==> src/rtl/wptr_full.sv <==
// Write-side pointer and full/almost-full/level logic for an async FIFO.
// Binary pointer drives memory addressing; its Gray copy crosses to the reader.
module wptr_full #(
    parameter int ADDR_SIZE    = 2,
    parameter int AFULL_THRESH = 3
) (
    input  logic                 sclk,
    input  logic                 srst,
    input  logic                 winc,
    input  logic [ADDR_SIZE:0]   wq2_rptr,
    output logic                 wen,
    output logic [ADDR_SIZE-1:0] waddr,
    output logic [ADDR_SIZE:0]   wptr,
    output logic                 wfull,
    output logic                 walmost_full,
    output logic [ADDR_SIZE:0]   wlevel,
    output logic                 wovf
);

    localparam int PW = ADDR_SIZE + 1;
    // Full when the write Gray pointer equals the read one with its top two bits inverted
    localparam logic [PW-1:0] FMASK  = PW'(3) << (ADDR_SIZE - 1);
    localparam logic [PW-1:0] THRESH = PW'(AFULL_THRESH);

    logic [PW-1:0] wbin;
    logic [PW-1:0] wbin_next;
    logic [PW-1:0] wgray_next;
    logic [PW-1:0] rbin;
    logic [PW-1:0] level_next;
    logic          accept;

    assign accept     = winc & ~wfull;
    assign wbin_next  = wbin + PW'(accept);
    assign wgray_next = wbin_next ^ (wbin_next >> 1);
    assign level_next = wbin_next - rbin;
    assign wen        = accept;
    assign waddr      = wbin[ADDR_SIZE-1:0];

    always_comb begin
        rbin = '0;
        for (int i = 0; i < PW; i++) begin
            rbin[i] = ^(wq2_rptr >> i);
        end
    end

    always_ff @(posedge sclk or posedge srst) begin
        if (srst) begin
            wbin         <= '0;
            wptr         <= '0;
            wfull        <= 1'b0;
            walmost_full <= 1'b0;
            wlevel       <= '0;
            wovf         <= 1'b0;
        end else begin
            wbin         <= wbin_next;
            wptr         <= wgray_next;
            wfull        <= (wgray_next == (wq2_rptr ^ FMASK));
            walmost_full <= (level_next >= THRESH);
            wlevel       <= level_next;
            wovf         <= wovf | (winc & wfull);
        end
    end

endmodule

==> config.mk <==
export PLATFORM = sky130hd
export DESIGN_NAME = wptr_full
export DESIGN_NICKNAME = d
export VERILOG_FILES = /design/src/rtl/wptr_full.sv
export SDC_FILE = /design/constraint.sdc
export NUM_CORES = 1
export LEC_CHECK = 0
export CAP_MARGIN = 20
export CORE_AREA = 3 3 40 42
export CTS_CLUSTER_DIAMETER = 150
export DETAILED_ROUTE_END_ITERATION = 16
export DIE_AREA = 0 0 43 45
export DONT_BUFFER_PORTS = 1
export PLACE_DENSITY_LB_ADDON = 0.3
export SLEW_MARGIN = 30
export SYNTH_ARGS = -nofsm -noshare
export SYNTH_HDL_FRONTEND = slang
export SYNTH_SLANG_ARGS = --single-unit
==> constraint.sdc <==
create_clock -name sclk -period 2.4 [get_ports sclk]
set_input_delay 0.12 -clock sclk [delete_from_list [all_inputs] [get_ports sclk]]
set_output_delay 0.12 -clock sclk [all_outputs]
set_load 0.005 [all_outputs]
## Yosys cells after proc, flatten, opt, wreduce, memory -nomap -nowiden

Index checks and enable logic that the tools add are counted.
W data, S select, Z words.

- Add/sub/neg operators: 2
- Magnitude comparators: 1
- Equality and inequality tests: 1
- Bitwise operators: 6
- Reductions and logical operators: 3

Operators by type and width:

| cell | number |
|---|---|
| $reduce_xor A3 Y1 | 3 |
| $add A3 B1 Y3 | 1 |
| $eq A3 B3 Y1 | 1 |
| $ge A3 B2 Y1 const B | 1 |
| $sub A3 B3 Y3 | 1 |
| $xor A3 B2 Y3 | 1 |
| $and A1 B1 Y1 | 2 |
| $not A2 Y2 | 1 |
| $not A1 Y1 | 1 |
| $or A1 B1 Y1 | 1 |

- Flip-flop bits (word level): 12
- Bits of input ports: 6
- Output and inout bits: 12
- Word-level logic and storage cells: 19

## Logic depth before layout (Yosys ltp)

- Depth after elaboration: 5
- Mapped depth: 8
- Depth with buffers taken out: 8

## Worst setup path after synthesis

OpenSTA, ideal clock, no wires.

- Kind: register to register
- From: register wfull
- To: register walmost_full
- Setup time: 118 ps
- Arrival time: 1875 ps
- Required time: 2282 ps
- Path slack: 407 ps
- Cell stages (with the launch flop): 9
- Period minus slack after synthesis: 1993 ps
- Cell sequence: dfrtp_1 > nor2b_2 > and2_1 > ha_1 > inv_1 > fa_1 > xnor2_1 > xnor2_1 > a21o_1

- Longest elaborated chain between the ends: 5

RTL lines:

| item | line | RTL |
|---|---|---|
| from (decl) | 14 | `output logic wfull,` |
| from (signal assigned) | 57 | `wfull <= (wgray_next == (wq2_rptr ^ FMASK));` |
| $not A1 Y1 | 32 | `assign accept = winc & ~wfull;` |
| $and A1 B1 Y1 | 32 |  |
| via wen | 11 | `output logic wen,` |
| $add A3 B1 Y3 | 33 | `assign wbin_next = wbin + PW'(accept);` |
| via wbin_next[1] | 26 | `logic [PW-1:0] wbin_next;` |
| $sub A3 B3 Y3 | 35 | `assign level_next = wbin_next - rbin;` |
| via level_next[2] | 29 | `logic [PW-1:0] level_next;` |
| $ge A3 B2 Y1 | 58 | `walmost_full <= (level_next >= THRESH);` |
| to (signal assigned) | 58 |  |
| to (decl) | 15 | `output logic walmost_full,` |

The timed path passes the listed nets, and every way through them passes these cells.

## Worst setup path in the final report

- From: register wbin[0]
- To: register walmost_full

- Longest elaborated chain between the ends: 3

RTL lines:

| item | line | RTL |
|---|---|---|
| from (decl) | 25 | `logic [PW-1:0] wbin;` |
| from (signal assigned) | 55 | `wbin <= wbin_next;` |
| $add A3 B1 Y3 | 33 |  |
| via wbin_next[1] | 26 |  |
| $sub A3 B3 Y3 | 35 |  |
| via level_next[2] | 29 |  |
| $ge A3 B2 Y1 | 58 |  |

The timed path passes the listed nets, and every way through them passes these cells.

==> flow_metrics.tcl <==
set metrics [dict create \
    outcome "completed" \
    finalCritPeriodShare_pct 86.25 \
    setup_viol 0 \
    synth_top_cell_area_share_pct 52.51 \
    initial_core_util_pct 40.80 \
    vias_per_cell 4.651 \
    multi_input_area_um2 230.2 \
    setup.worst_path.start_class "flip-flop" \
    tns_ps 0 \
    grt_max_degree 12 \
    cts_setup_buffers 0 \
    drc 0 \
    synth_compound_area_share_pct 6.683 \
    final_util_pct 46.45 \
    synthXorXnorAreaFrac_pct 20.29 \
    io_pins 18 \
    finalMaxSlewViolations 0 \
    cp_max_fo 5 \
    rsz0062_at_grt "false" \
    crit_type "flip-flop to flip-flop" \
    cp.required_ps 2550 \
    end_kind "flip-flop" \
    grt.busiest_layer "met2" \
    drive_gt1_share_pct 14.58 \
    met3_usage_pct 1.594 \
    syn2layout_area_growth_pct 13.84 \
    synth_most_common_cell "dfrtp_1" \
    power_density_mw_per_mm2 1383 \
    cp_slowest_cell "dfrtp_1" \
    std_cell_rows 13 \
    yosys_register_bits 11 \
    grt_pass1_wl_mm 1.290 \
    synth_top_cell_by_area "dfrtp_1" \
    clk_pin_slew_worst_paths_ps 70 \
    critPathMaxStageDelay_ps 450 \
    min_path_type "primary input to flip-flop" \
    ys_types 17 \
    met1_usage_pct 9.873 \
    period_minus_slack_ps 2070 \
    synth_common_cells "dfrtp_1 (11), xnor2_1 (7), inv_1 (5)" \
    max-vdd-ir-drop_uv 455.7 \
    die_y_um 45 \
    globalplace.congestion 0.7110 \
    cp_data_arrival_time_ps 2220 \
    wl_per_cell_um 12.14 \
    synth_adder_area_share_pct 8.592 \
    grt_pass1_vias 302 \
    synth_area_per_cell_um2 12.79 \
    netlist_instances 41 \
    numCtsBuffers 3 \
    power.leakage_uw 0.0002710 \
    clock_path_buffers 2 \
    synthArstFlopShare_pct 100.0 \
    synth_edf_count 0 \
    critPathTopFamily "adder cells" \
    antenna_found_initial 0 \
    grt_use_met2_pct 15.27 \
    synth_flop_cell "dfrtp_1" \
    cts_root_buf "clkbuf_4" \
    seqCellArea_um2 275.3 \
    ys_warn_count 0 \
    synth_top_family_by_area "XOR/XNOR gates" \
    ctsHoldBuffers 2 \
    hold_viol_final 0 \
    die-area_mm2 0.001935 \
    hold_ws_ps 98.81 \
    drt-total-wl_um 765 \
    htreeDepth 1 \
    hpwl_um 615.9 \
    drtPass1Iterations 2 \
    die_x_um 43 \
    synth.area.top_cells "dfrtp_1 (53%), xnor2_1 (12%), xor2_4 (5.3%), ha_1 (4.8%), fa_1 (3.8%)" \
    fill_cells 125 \
    syn_nets 50 \
    relSlewSlack_pct 74.37 \
    ys_seq_area_share_pct 52.51 \
    cap_violations 0 \
    drt_first_iter_violations 5 \
    overflow 0 \
    cts_sinks 11 \
    cts_resized 0 \
    max_freq_ghz 0.4831 \
    worstSkewPairLatency_ps 260 \
    nets 58 \
    synthMuxAreaShare_pct 0 \
    crit_chain "and2_1, ha_1, inv_1, fa_1, xnor2_1, xnor2_1, a21o_1" \
    antenna_cells 0 \
    cts_tree "yes" \
    final_antenna_net_count 0 \
    grt.total_usage_pct 8.975 \
    worst_pin_slew_ps 384.1 \
    timing.critical_path.mode_cell "xnor2_1" \
    yosys.area_share.simple_pct 8.353 \
    port_buffers 0 \
    syn_area_um2 524.3 \
    via_count 293 \
    core_area_mm2 0.001285 \
    fin_skew_ps 3.333 \
    worst-path-buf-inv 1 \
]
[flip-flops by register name, indices dropped and copies added, names as in the netlist]
register,flops
wfull,1
wovf,1
wptr,2
walmost_full,1
wbin,3
wlevel,3
[placed cells by master (no fill, tap or decap), types with 2 or more instances in the layout]
cell type	synthesis	final
dlygate4sd3_1	0	2
dfrtp_1	11	11
nor2_1	2	2
clkbuf_4	0	3
xor2_1	2	2
ha_1	2	2
inv_1	5	5
a21o_1	2	2
xnor2_1	7	7
[where the power goes]
part	total (uW)	switching, uW	internal [uW]	leakage, uW
Combinational	351	181	170	0.000129
Clock	120	56.0	64.1	0.0000150
Sequential	354	70.8	283	0.000127
Total	825	308	517	0.000271
[layout make-up]
type | count | share of cell area, %
timing repair buffer | 3 | 4.612
inverter | 5 | 3.145
tap | 15 | 3.145
clock buffer | 4 | 4.403
multi-input combinational | 25 | 38.57
sequential | 11 | 46.12
[through the flow]
step           instances  instance area, um^2  setup slack (ps)  power (uW)
2_1_floorplan         41                524.3             406.8       644.4
3_3_place_gp          57                550.5             341.9       706.4
3_5_place_dp          57                550.5             323.7       715.5
4_1_cts               63                596.8             306.4       839.2
5_1_grt               63                596.8             181.4       907.9
6_report              63                596.8             330.1       825.4
[metal layers]
metal / wire length, um / share of wire (%) / vias up
met5: 0 / 0 / -
met1: 301 / 39 / 139
met2: 389 / 51 / 9
met4: 0 / 0 / 0
li1: - / - / 145
met3: 73 / 9.5 / 0
[final timing paths]
path,cells after the start,startpoint,slack (ps),end
max in group asynchronous,2,srst,1850,wlevel[2]
min reg2reg,1,wovf,490,wovf
max reg2reg,7,wbin[0],330,walmost_full
min in group asynchronous,2,srst,280,wovf
min,2,wq2_rptr[2],100,wlevel[2]
max,7,wbin[0],330,walmost_full
[logic make-up (layout without fill, tap and decap cells)]
logic type      Yosys count  after routing
simple gates              7              7
compound gates            5              5
flops                    11             11
fa+ha+maj                 3              3
buf+inv                   5             12
xor+xnor                 10             10
(Power assumes the default switching activity.)
